--- src/rtl/mul_div_unit_pkg.sv ---
// Shared definitions for the RV-M multiply/divide unit: Funct3 op codes,
// FSM state encoding and small op-decode helpers.
package mul_div_unit_pkg;

    // RV-M Funct3 encodings
    localparam logic [2:0] F3_MUL    = 3'b000;
    localparam logic [2:0] F3_MULH   = 3'b001;
    localparam logic [2:0] F3_MULHSU = 3'b010;
    localparam logic [2:0] F3_MULHU  = 3'b011;
    localparam logic [2:0] F3_DIV    = 3'b100;
    localparam logic [2:0] F3_DIVU   = 3'b101;
    localparam logic [2:0] F3_REM    = 3'b110;
    localparam logic [2:0] F3_REMU   = 3'b111;

    // FSM state encoding
    localparam logic [2:0] ST_IDLE = 3'd0;
    localparam logic [2:0] ST_PREP = 3'd1;
    localparam logic [2:0] ST_CALC = 3'd2;
    localparam logic [2:0] ST_FIX  = 3'd3;
    localparam logic [2:0] ST_DONE = 3'd4;

    // Divide and remainder ops all have Funct3[2] set
    function automatic logic op_is_div(input logic [2:0] f3);
        return f3[2];
    endfunction

    // rs1 is treated as signed for MULH, MULHSU, DIV and REM
    function automatic logic op_a_signed(input logic [2:0] f3);
        return (f3 == F3_MULH) || (f3 == F3_MULHSU) ||
               (f3 == F3_DIV)  || (f3 == F3_REM);
    endfunction

    // rs2 is treated as signed for MULH, DIV and REM
    function automatic logic op_b_signed(input logic [2:0] f3);
        return (f3 == F3_MULH) || (f3 == F3_DIV) || (f3 == F3_REM);
    endfunction

endpackage

--- src/rtl/mdu_iter_step.sv ---
// One bit-step of the iterative multiplier/divider, purely combinational.
// Multiply: acc = {partial_hi, multiplier_lo}; add multiplicand when the
//   multiplier LSB is set, then shift the whole thing right by one.
// Divide (restoring): acc = {remainder, dividend/quotient}; shift left by one,
//   trial-subtract the divisor from the upper half, keep it if non-negative
//   and shift a 1 into the quotient, otherwise restore and shift in 0.
module mdu_iter_step #(
    parameter int XLEN = 32
) (
    input  logic                is_div,
    input  logic [XLEN-1:0]     opnd,
    input  logic [2*XLEN-1:0]   acc_in,
    output logic [2*XLEN-1:0]   acc_out
);

    logic [XLEN:0] add_sum;
    logic [XLEN:0] sub_diff;

    // Select multiply shift-add or divide shift-subtract for this bit
    always_comb begin
        add_sum  = {1'b0, acc_in[2*XLEN-1:XLEN]} + (acc_in[0] ? {1'b0, opnd} : {(XLEN+1){1'b0}});
        // Remainder is always below the divisor, so the shifted remainder fits
        // in XLEN+1 bits and the borrow lands in bit XLEN.
        sub_diff = acc_in[2*XLEN-1:XLEN-1] - {1'b0, opnd};
        if (!is_div) begin
            acc_out = {add_sum, acc_in[XLEN-1:1]};
        end else if (!sub_diff[XLEN]) begin
            acc_out = {sub_diff[XLEN-1:0], acc_in[XLEN-2:0], 1'b1};
        end else begin
            acc_out = {acc_in[2*XLEN-2:0], 1'b0};
        end
    end

endmodule

--- src/rtl/mul_div_unit.sv ---
// Iterative RV-M multiply/divide unit. One bit per cycle in CALC, signs are
// stripped in PREP and re-applied in FIX. Divide-by-zero and signed overflow
// bypass CALC. Handshake: Start is taken only while Busy is low (IDLE or
// DONE); Done is a single-cycle pulse with Result/TagOut valid, and those
// outputs hold until the next op's FIX. Flush aborts and beats Start.
module mul_div_unit
    import mul_div_unit_pkg::*;
#(
    parameter int XLEN  = 32,
    parameter int TAG_W = 5
) (
    input  logic             CLK,
    input  logic             RST,
    input  logic             Start,
    input  logic [2:0]       Funct3,
    input  logic [XLEN-1:0]  SrcA,
    input  logic [XLEN-1:0]  SrcB,
    input  logic [TAG_W-1:0] TagIn,
    input  logic             Flush,
    output logic             Busy,
    output logic             Done,
    output logic [XLEN-1:0]  Result,
    output logic [TAG_W-1:0] TagOut,
    output logic [2:0]       DbgState
);

    localparam int CNT_W = $clog2(XLEN + 1);
    localparam logic [CNT_W-1:0] CNT_LOAD = CNT_W'(XLEN);
    localparam logic [CNT_W-1:0] CNT_ONE  = CNT_W'(1);
    localparam logic [XLEN-1:0]  MOST_NEG = {1'b1, {(XLEN-1){1'b0}}};

    logic [2:0]        state;
    logic [2:0]        state_next;
    logic [2:0]        op_q;
    logic [XLEN-1:0]   src_a_q;
    logic [XLEN-1:0]   src_b_q;
    logic [TAG_W-1:0]  tag_q;
    logic [XLEN-1:0]   opnd_q;
    logic [2*XLEN-1:0] acc_q;
    logic [CNT_W-1:0]  cnt_q;
    logic              neg_res_q;
    logic              neg_rem_q;
    logic              special_q;
    logic [XLEN-1:0]   special_val_q;

    logic              accept;
    logic              a_neg;
    logic              b_neg;
    logic [XLEN-1:0]   a_mag;
    logic [XLEN-1:0]   b_mag;
    logic              div_zero;
    logic              div_ovf;
    logic [XLEN-1:0]   special_val;
    logic [2*XLEN-1:0] step_out;
    logic [2*XLEN-1:0] prod;
    logic [XLEN-1:0]   quot;
    logic [XLEN-1:0]   rem;
    logic [XLEN-1:0]   fix_val;

    assign accept   = ((state == ST_IDLE) || (state == ST_DONE)) && Start && !Flush;
    assign Busy     = (state == ST_PREP) || (state == ST_CALC) || (state == ST_FIX);
    assign Done     = (state == ST_DONE);
    assign DbgState = state;

    // Operand decode for PREP: magnitudes, signs and the CALC-bypass cases
    always_comb begin
        a_neg       = op_a_signed(op_q) & src_a_q[XLEN-1];
        b_neg       = op_b_signed(op_q) & src_b_q[XLEN-1];
        a_mag       = a_neg ? -src_a_q : src_a_q;
        b_mag       = b_neg ? -src_b_q : src_b_q;
        div_zero    = op_is_div(op_q) && (src_b_q == '0);
        div_ovf     = ((op_q == F3_DIV) || (op_q == F3_REM)) &&
                      (src_a_q == MOST_NEG) && (src_b_q == '1);
        special_val = '0;
        if (div_zero) begin
            // Funct3[1] distinguishes REM/REMU from DIV/DIVU
            special_val = op_q[1] ? src_a_q : '1;
        end else if (div_ovf) begin
            special_val = op_q[1] ? '0 : src_a_q;
        end
    end

    mdu_iter_step #(
        .XLEN(XLEN)
    ) u_step (
        .is_div (op_is_div(op_q)),
        .opnd   (opnd_q),
        .acc_in (acc_q),
        .acc_out(step_out)
    );

    // FIX: re-apply signs and pick the requested half / quotient / remainder
    always_comb begin
        prod = neg_res_q ? -acc_q : acc_q;
        quot = neg_res_q ? -acc_q[XLEN-1:0] : acc_q[XLEN-1:0];
        rem  = neg_rem_q ? -acc_q[2*XLEN-1:XLEN] : acc_q[2*XLEN-1:XLEN];
        case (op_q)
            F3_MUL:                       fix_val = prod[XLEN-1:0];
            F3_MULH, F3_MULHSU, F3_MULHU: fix_val = prod[2*XLEN-1:XLEN];
            F3_DIV, F3_DIVU:              fix_val = quot;
            default:                      fix_val = rem;
        endcase
        if (special_q) begin
            fix_val = special_val_q;
        end
    end

    // Next-state logic; Flush overrides every transition including Start
    always_comb begin
        state_next = state;
        case (state)
            ST_IDLE, ST_DONE: state_next = Start ? ST_PREP : ST_IDLE;
            ST_PREP:          state_next = (div_zero || div_ovf) ? ST_FIX : ST_CALC;
            ST_CALC:          state_next = (cnt_q == CNT_ONE) ? ST_FIX : ST_CALC;
            ST_FIX:           state_next = ST_DONE;
            default:          state_next = ST_IDLE;
        endcase
        if (Flush) begin
            state_next = ST_IDLE;
        end
    end

    // State register
    always_ff @(posedge CLK or posedge RST) begin
        if (RST) begin
            state <= ST_IDLE;
        end else begin
            state <= state_next;
        end
    end

    // Datapath registers: capture, prepare, iterate and write back
    always_ff @(posedge CLK or posedge RST) begin
        if (RST) begin
            op_q          <= '0;
            src_a_q       <= '0;
            src_b_q       <= '0;
            tag_q         <= '0;
            opnd_q        <= '0;
            acc_q         <= '0;
            cnt_q         <= '0;
            neg_res_q     <= 1'b0;
            neg_rem_q     <= 1'b0;
            special_q     <= 1'b0;
            special_val_q <= '0;
            Result        <= '0;
            TagOut        <= '0;
        end else if (Flush) begin
            cnt_q <= '0;
        end else begin
            if (accept) begin
                op_q    <= Funct3;
                src_a_q <= SrcA;
                src_b_q <= SrcB;
                tag_q   <= TagIn;
            end
            case (state)
                ST_PREP: begin
                    // Multiply iterates over the multiplier in the low half;
                    // divide shifts the dividend up through the low half.
                    if (op_is_div(op_q)) begin
                        acc_q  <= {{XLEN{1'b0}}, a_mag};
                        opnd_q <= b_mag;
                    end else begin
                        acc_q  <= {{XLEN{1'b0}}, b_mag};
                        opnd_q <= a_mag;
                    end
                    cnt_q         <= CNT_LOAD;
                    neg_res_q     <= a_neg ^ b_neg;
                    neg_rem_q     <= a_neg;
                    special_q     <= div_zero || div_ovf;
                    special_val_q <= special_val;
                end
                ST_CALC: begin
                    acc_q <= step_out;
                    cnt_q <= cnt_q - CNT_ONE;
                end
                ST_FIX: begin
                    Result <= fix_val;
                    TagOut <= tag_q;
                end
                default: begin
                end
            endcase
        end
    end

endmodule
--- config.mk ---
export PLATFORM = sky130hd
export DESIGN_NAME = mul_div_unit
export DESIGN_NICKNAME = d
export VERILOG_FILES = /design/src/rtl/mul_div_unit_pkg.sv /design/src/rtl/mdu_iter_step.sv /design/src/rtl/mul_div_unit.sv
export SDC_FILE = /design/constraint.sdc
export NUM_CORES = 1
export LEC_CHECK = 0
export BUFFER_PORTS_ARGS = -buffer_cell sky130_fd_sc_hd__buf_2
export CAP_MARGIN = 5
export CORE_MARGIN = 3
export CORE_UTILIZATION = 62
export DETAILED_ROUTE_END_ITERATION = 6
export PLACE_DENSITY_LB_ADDON = 0.08
export RECOVER_POWER = 25
export SLEW_MARGIN = 20
export SYNTH_ARGS = -nofsm -noshare
export SYNTH_HDL_FRONTEND = slang
export SYNTH_SLANG_ARGS = --single-unit
--- constraint.sdc ---
create_clock -name CLK -period 8.93 [get_ports CLK]
set_clock_uncertainty 0.05 [all_clocks]
set_input_delay 0.4465 -clock CLK [delete_from_list [all_inputs] [get_ports CLK]]
set_output_delay 0.4465 -clock CLK [all_outputs]
set_load 0.01 [all_outputs]
Yosys cells after proc, flatten, opt, wreduce, memory -nomap -nowiden
Cells that the tools add are included.
{ "classes": {"n_addsub": 8, "n_mul": 0, "div_mod_pow": 0, "n_lt_le_gt_ge": 0, "eq_ne": 13, "n_shift": 0, "n_mux": 24, "bitwise_logic": 4, "reduce_logical": 28} }
{ "ops": {"columns": ["op", "count"], "rows": [
  ["$mux 32", 12],
  ["$mux 64", 3],
  ["$neg 32->32", 4],
  ["$pmux 64 s2", 1],
  ["$pmux 32 s3", 1],
  ["$eq 32x32->1 const B", 2],
  ["$neg 64->64", 1],
  ["$add 32x33->33", 1],
  ["$sub 33x32->33", 1],
  ["$logic_not 32->1", 1],
  ["$eq 3x2->1 const B", 4],
  ["$eq 3x3->1 const B", 4],
  ["$pmux 3 s4", 1],
  ["$pmux 6 s2", 1],
  ["$logic_or 1x1->1", 10],
  ["$reduce_and 2->1", 4],
  ["$eq 3x1->1 const B", 2],
  ["$eq 6x1->1 const B", 1],
  ["$logic_not 3->1", 2],
  ["$mux 6", 1],
  ["$sub 6x1->6 const B", 1],
  ["$logic_and 1x1->1", 5],
  ["$reduce_or 2->1", 2],
  ["$mux 1", 3],
  ["other kinds (8)", 9]
]} }
{ "word_totals": {"register_bits": 249, "latchBits": 0, "ramBits": 0, "mem_bits_ro": 0, "inputBits": 76, "out_inout_bits": 42, "mem_count": 0} }

Longest topological paths before layout
Gate-level depths: netlist of the first run.
{ "logic_depth": {"ltp_word": 8, "mapped_depth": 15, "depth_no_buf": 15} }

Cells and area by module
Synthesis of the first run repeated with hierarchy kept, for this count alone.
{ "hier_totals": {"cells_unflattened": 2347, "area_unflattened_um2": 19620.1} }
{ "by_module_without_submodules": {"columns": ["mod", "n_inst", "cells_each", "area_per_inst_um2", "seq_area_each_um2"], "rows": [
  ["mul_div_unit", 1, 1659, 14799.2, 6231.0],
  ["mdu_iter_step", 1, 688, 4820.9, 0.0]
]} }

Worst setup path before layout of the first run
Ideal clock, no wire load.
{ "synth_timing": {"path_type": "reg2reg", "start": "register acc_q[0]", "end": "register acc_q[62]", "setup_time_ns": 0.126, "t_arrival_ns": 3.577, "setup_slack_ns": 5.177, "stages_incl_launch_ff": 16, "path_buffers": 1, "period_less_slack_ns": 3.753, "cell_sequence": "dfrtp_1 -> clkinv_1 -> clkbuf_1 -> nor2_1 -> ha_1 -> a2111oi_0 -> o21ai_0 -> o21ai_0 -> a21boi_0 -> a2111o_1 -> a221oi_1 -> nor3_1 -> o21ai_0 -> a31oi_1 -> xor2_1 -> a221o_1"} }
{ "synth_via": {"elab_chain_cells": 4} }
{ "synth_lines": {"columns": ["element", "line", "text"], "rows": [
  ["start: declaration", "mul_div_unit.sv:39", "logic [2*XLEN-1:0] acc_q;"],
  ["start signal: assignment", "mul_div_unit.sv:162", "acc_q <= {{XLEN{1'b0}}, a_mag};"],
  ["start signal: assignment", "mul_div_unit.sv:165", "acc_q <= {{XLEN{1'b0}}, b_mag};"],
  ["start signal: assignment", "mul_div_unit.sv:175", "acc_q <= step_out;"],
  ["$mux 32", "mdu_iter_step.sv:21", "add_sum = {1'b0, acc_in[2*XLEN-1:XLEN]} + (acc_in[0] ? {1'b0, opnd} : {(XLEN+1){1'b0}});"],
  ["$add 32x33->33", "mdu_iter_step.sv:21", null],
  ["$mux 64", "mdu_iter_step.sv:25", "if (!is_div) begin"],
  ["$pmux 64 s2", "mul_div_unit.sv:157", "case (state)"]
]} }
No other way between the ends.
A chain may end at the register's enable or synchronous reset.

==> results of run 1 <==
final timing paths:
| check | start | to | slack [ns] | cells past startpoint |
|---|---|---|---|---|
| worst max-delay path | RST | op_q[2] | 4.49 | 2 |
| worst min-delay path | SrcB[1] | src_b_q[1] | 0.04 | 3 |
| worst max register to register | acc_q[31] | acc_q[58] | 4.62 | 15 |
| worst min register to register | Result[3] | Result[3] | 0.43 | 2 |
| max in group CLK | acc_q[31] | acc_q[58] | 4.62 | 15 |
| min in group asynchronous | RST | src_b_q[17] | 1.48 | 2 |
cells by family after synthesis:
group | Yosys count
muxes | 102
xor gates and xnor gates | 196
adders and majority gates | 73
and+or+nand+nor | 700
buffers and inverters | 217
AOI/OAI and AO/OA | 684
DFF | 249
cell type report:
type / instances / share of cell area (%)
multi-input combinational: 1755 / 56.1
sequential: 249 / 31.7
clock buffer: 39 / 4.07
timing repair buffer: 141 / 3.78
tap: 378 / 2.41
inverter: 72 / 1.38
clock inverter: 9 / 0.541
stage by stage:
step	power (mW)	worst slack [ns]	hold slack [ns]
2_1_floorplan	5.13	1.59	0.385
5_1_grt	8.21	3.70	0.0542
6_report	7.74	4.49	0.0384
4_1_cts	7.61	4.69	0.0371
3_3_place_gp	6.33	4.84	0.393
3_5_place_dp	6.42	4.77	0.406
synthesized netlist by cell type (4+ instances only):
library cell / number
a211oi_1: 30
o21ai_0: 233
o211ai_1: 15
nor3b_1: 4
a221oi_1: 11
o21bai_1: 9
a31oi_1: 16
nor2b_1: 12
o21a_1: 12
clkbuf_1: 136
dfrtp_1: 249
nor3_1: 60
mux2_2: 63
and3_1: 5
xor2_1: 93
o21ai_2: 4
o31a_1: 5
or4_1: 11
or3_1: 22
o31ai_1: 33
xnor2_1: 103
nand3b_1: 5
and2_1: 7
nand4_1: 11
nand3_1: 33
nand2b_1: 20
buf_1: 6
nor2_1: 254
mux2i_1: 37
ha_1: 71
inv_1: 71
a22oi_1: 16
nor4_1: 17
a21oi_1: 213
a21o_1: 23
o41ai_1: 16
o221ai_1: 10
nand2_1: 223
or2_2: 5
o22ai_1: 12
a311oi_1: 4
registers in the layout (all words and copies together) (netlist names):
register / count
op_q: 3
special_val_q: 32
cnt_q: 6
acc_q: 64
DbgState: 3
TagOut: 5
Result: 32
opnd_q: 32
special_q: 1
tag_q: 5
neg_res_q: 1
neg_rem_q: 1
src_b_q: 32
src_a_q: 32
power by group through the flow:
| stage | registers (mW) | logic (mW) | clock network, mW |
|---|---|---|---|
| after floorplan | 1.84 | 3.29 | 0 |
| after global placement | 2.09 | 4.24 | 0 |
| after detailed placement | 2.11 | 4.32 | 0 |
| after CTS | 2.09 | 4.36 | 1.17 |
| after global routing | 2.16 | 4.84 | 1.21 |
| final | 2.12 | 4.46 | 1.16 |
routing by layer:
metal | GRT usage [%] | vias to the layer above | wire length (um)
met2 | 57.6 | 964 | 26400
met5 | 0 | - | 13
met1 | 54.1 | 8335 | 24900
met3 | 6.59 | 160 | 5930
met4 | 15.4 | 2 | 2950
li1 | - | 7937 | -
==> results.cfg, run 1 <==
[yosys]
synthAdderAreaFrac_pct = 5.14
synth-seq-cells = 249
synth-simple-area-share_pct = 17.4
synth_top_area_share_pct = 34.5
synthFlopType = dfrtp_1
async_reset_ff_share_pct = 100
synth_area_um2 = 18000
synth.distinct_cells = 67
synth_xor_area_share_pct = 9.51
yosysWarnings = 0
syn_inst = 2221
postSynthAreaPerCell_um2 = 8.13
ys_top_cells_by_area = dfrtp_1, o21ai_0, a21oi_1
synth_edf_count = 0
seq_area_frac_synth_pct = 34.5
synth_top_area_cell = dfrtp_1
synth_compound_area_share_pct = 22.6
synthMuxAreaShare_pct = 6.23
syn_nets = 2370
synth_top_family_by_area = compound AO/OA/AOI/OAI gates

[placed_design]
portBuffers = 117
hpwl_mm = 43.6
dp_cells = 2595
gp_congestion = 0.968
placed_area_um2 = 18800

[sta]
worstMarginPinSlew_ns = 5.25
slew_violations = 120
fin_crit_sh_pct = 49.7
finalSetupViolCount = 0
slew_headroom_pct = -252
fin_crit_ns = 4.44
rsz0062_at_grt = no
fin_tns_setup_ns = 0
max_freq_mhz = 225
hold_violations = 0

[clock_tree]
postCtsSetupRepairBufs = 0
cts.path.max_buffers = 3
cts_tree = done
insertion_delay_ns = 0.57
cts_hold_buffers = 0
clock-root-buffer = clkbuf_16
cts-buffers-inserted = 27
htree_levels = 1
path_clk_slew_ns = 0.06
cts_sinks = 249
cts-resized-gates = 0

[layout]
postLayoutCellArea_um2 = 19700
post-route-util_pct = 69.6
final_common_cell = nor2_1
final_cells = 2643
mostFrequentLayoutCells = nor2_1, dfrtp_1, o21ai_0, nand2_1, a21oi_1
fill_cells = 2338
drive_gt1_share_pct = 11.6
area_delta_synth_final_pct = 8.89
final-seq-area_um2 = 6230
nNetsFinal = 2395
antenna-diode-count = 0
multiInputGateArea_um2 = 11000

[global_route]
grt_overflow = 0
grt_pass1_wl_mm = 92.6
grt_antenna_before_repair = 1
grt_max_degree = 120
grt_pass1_vias = 16100
grt.total_usage_pct = 37.9

[route]
drtPass1Iterations = 7
drt_iter0_drc = 2227
wire_per_inst_um = 22.8
drc_errors = 0
antenna_left = 0
vias = 17400
vias_per_cell = 6.58
wirelength_mm = 60.2

[power]
power.switching_mw = 3.83
p_leak_nw = 8.46
comb_power_share_pct = 57.7
pwr-share-seq_pct = 27.4
ir_worst_vdd_uv = 211
power.density_nw_per_um2 = 394
clkPwrFrac_pct = 15.0
p_sw_share_pct = 49.5
p_int_mw = 3.91

[die]
die_w_um = 177
start_util_pct = 63.9
num_rows = 61
die-area_um2 = 31200
io_pins = 118
core-area_um2 = 28200
die_h_um = 177

[job]
drv_cap = 1

[critical_path]
worst-endpoint-required_ns = 8.02
startpoint_type = primary input
endpoint_kind = async pin
cp_cell_sequence = buf_2 -> clkinvlp_2
crit_buf_inv = 2
crit_family = buffers and inverters
cpPeakStageDelay_ns = 2.91
worst-path-max-fanout = 119
crit_type = in -> async
slowest_stage = clkinvlp_2
crit_arrival_ns = 3.53

[run_status]
status = finished, violations left
violations = max-capacitance violations, max-slew violations

[worst_hold_path]
hp-class = in -> reg
Note: power is estimated with default switching activity, not from simulation.
==> inputs of run 2 (changes only) <==
Settings changed: CORE_UTILIZATION 62 to 56.
Clock period 8.93 ns to 3.8 ns, I/O delays scaled along.
==> run 2 against run 1 <==
- the flow still finishes with violations (max-capacitance violations, max-slew violations)
- global-route usage is 0.80 points lower
- worst setup slack got worse by 4.4 ns
- combinational power grew to 2.7 times the previous value
- non-clock buffer count rose by 170
- clock-buffer cell count is the same
- critical path depth grew 14
- first-iteration DRC count is 4.9% lower
- via count rose by 3.2%
- power increased to 2.6 times the previous value
- largest power group unchanged
==> results.cfg, run 2 (synthesis gave the netlist of run 1 again) <==
[critical_path]
worst-path-max-fanout = 5
crit_type = reg -> reg
cpPeakStageDelay_ns = 0.40
slowest_stage = dfrtp_1
startpoint_type = flip-flop
endpoint_kind = flip-flop
worst-endpoint-required_ns = 4.19
cp_cell_sequence = buf_4 -> and2_1 -> ha_1 -> inv_1 -> fa_1 -> nand2b_1 -> a21oi_2 -> o41ai_1 -> buf_4 -> o21a_1 -> o211ai_1 -> o211ai_1 -> o31a_1 -> xnor2_1 -> a221oi_1 -> o21ai_0
crit_arrival_ns = 4.08

[sta]
finalSetupViolCount = 0
fin_crit_sh_pct = 97.2
timing.final.ws_setup_ns = 0.106
slew_violations = 66
rsz0062_at_grt = yes
worstMarginPinSlew_ns = 1.75
fin_hold_ws_ns = 0.298
fin_crit_ns = 3.69
max_freq_mhz = 271
slew_headroom_pct = -16.7
hold_violations = 0

[global_route]
grt_pass1_vias = 16800
grt_max_degree = 96
grt_overflow = 0
grt.total_usage_pct = 37.1
grt_antenna_before_repair = 0
grt_pass1_wl_mm = 98.1

[power]
ir_worst_vdd_uv = 472
p_total_mw = 19.8
power.density_nw_per_um2 = 921
p_leak_nw = 9.39

[layout]
antenna-diode-count = 0
nNetsFinal = 2567
final_cells = 2843
mostFrequentLayoutCells = nor2_1, dfrtp_1, o21ai_0, nand2_1, a21oi_1
area_delta_synth_final_pct = 18.9
top_register = acc_q
largest_register_ffs = 64
drive_gt1_share_pct = 16.3
final_common_cell = nor2_1
post-route-util_pct = 67.9

[route]
vias = 17900
vias_per_cell = 6.31
wirelength_mm = 64.8
drc_errors = 0
drt_iter0_drc = 2118
drtPass1Iterations = 5
wire_per_inst_um = 22.8
antenna_left = 0

[die]
start_util_pct = 57.0
die-area_um2 = 34400
die_w_um = 186
num_rows = 65
io_pins = 118
core-area_um2 = 31600
die_h_um = 186

[clock_tree]
cts-buffers-inserted = 29
cts_tree = done
cts_sinks = 249
htree_levels = 1
path_clk_slew_ns = 0.06
clock-root-buffer = clkbuf_16
cts.path.max_buffers = 3
insertion_delay_ns = 0.59

[placed_design]
gp_congestion = 0.989
dp_cells = 2707
place_worst_setup_slack_ns = -0.122
hpwl_mm = 47.7
portBuffers = 117

[run_status]
violations = max-capacitance violations, max-slew violations
status = finished, violations left

[job]
drv_cap = 1

[worst_hold_path]
hp-class = in -> reg
==> run 2: worst paths after layout <==
kind	endpoint	cells after the start	start	slack (ns)
setup / recovery	acc_q[61]	16	acc_q[0]	0.11
hold / removal	src_a_q[1]	4	SrcA[1]	0.30
setup reg to reg	acc_q[61]	16	acc_q[0]	0.11
hold reg to reg	Result[21]	2	Result[21]	0.42
max in group asynchronous	Result[2]	4	RST	1.00
min in group asynchronous	src_b_q[13]	3	RST	0.40
==> run 2: area by class of cell <==
| type | count | area [um^2] |
|---|---|---|
| Clock buffer | 39 | 823 |
| Clock inverter | 15 | 210 |
| Fill cell | 2597 | 10200 |
| Inverter | 72 | 273 |
| Multi-Input combinational cell | 1755 | 11100 |
| Sequential cell | 249 | 6230 |
| Tap cell | 402 | 503 |
| Timing Repair Buffer | 311 | 2310 |
==> run 2: timing repair <==
action	in CTS	in global routing
setup endpoints to repair	2	66
resized for setup	2	20
hold endpoints to repair	100	0
setup buffers	0	7
hold buffers	75	0
pin swaps	0	6
==> run 2: critical path, delay by kind of cell, from the launching register on <==
kind | cells | cell delay, ns
AO/OA/AOI/OAI | 8 | 1.66
XOR/XNOR | 1 | 0.13
adder cells (fa/ha/maj) | 2 | 0.61
buffers and inverters | 3 | 0.38
flip-flops | 1 | 0.40
AND/OR/NAND/NOR | 2 | 0.30
==> run 2: stage by stage <==
step / setup TNS, ns / area [um^2]
floorplan: 0 / 18100
global placement: -0.183 / 19600
detailed placement: -0.156 / 19600
CTS: 0 / 21400
global route: -0.0141 / 21500
finish: 0 / 21500
==> run 2: layer usage <==
| layer | global-route usage, % | routed length [um] | vias up |
|---|---|---|---|
| met2 | 56.1 | 28000 | 871 |
| li1 | - | - | 8291 |
| met4 | 18.7 | 4100 | 0 |
| met1 | 52.0 | 27300 | 8598 |
| met3 | 5.80 | 5320 | 187 |
| met5 | 0 | 0 | - |
==> run 2: where the power goes <==
group,internal [mW],total (mW),switching [mW]
Clock,1.80,3.03,1.23
Combinational,4.96,12.2,7.25
Sequential,3.53,4.54,1.01
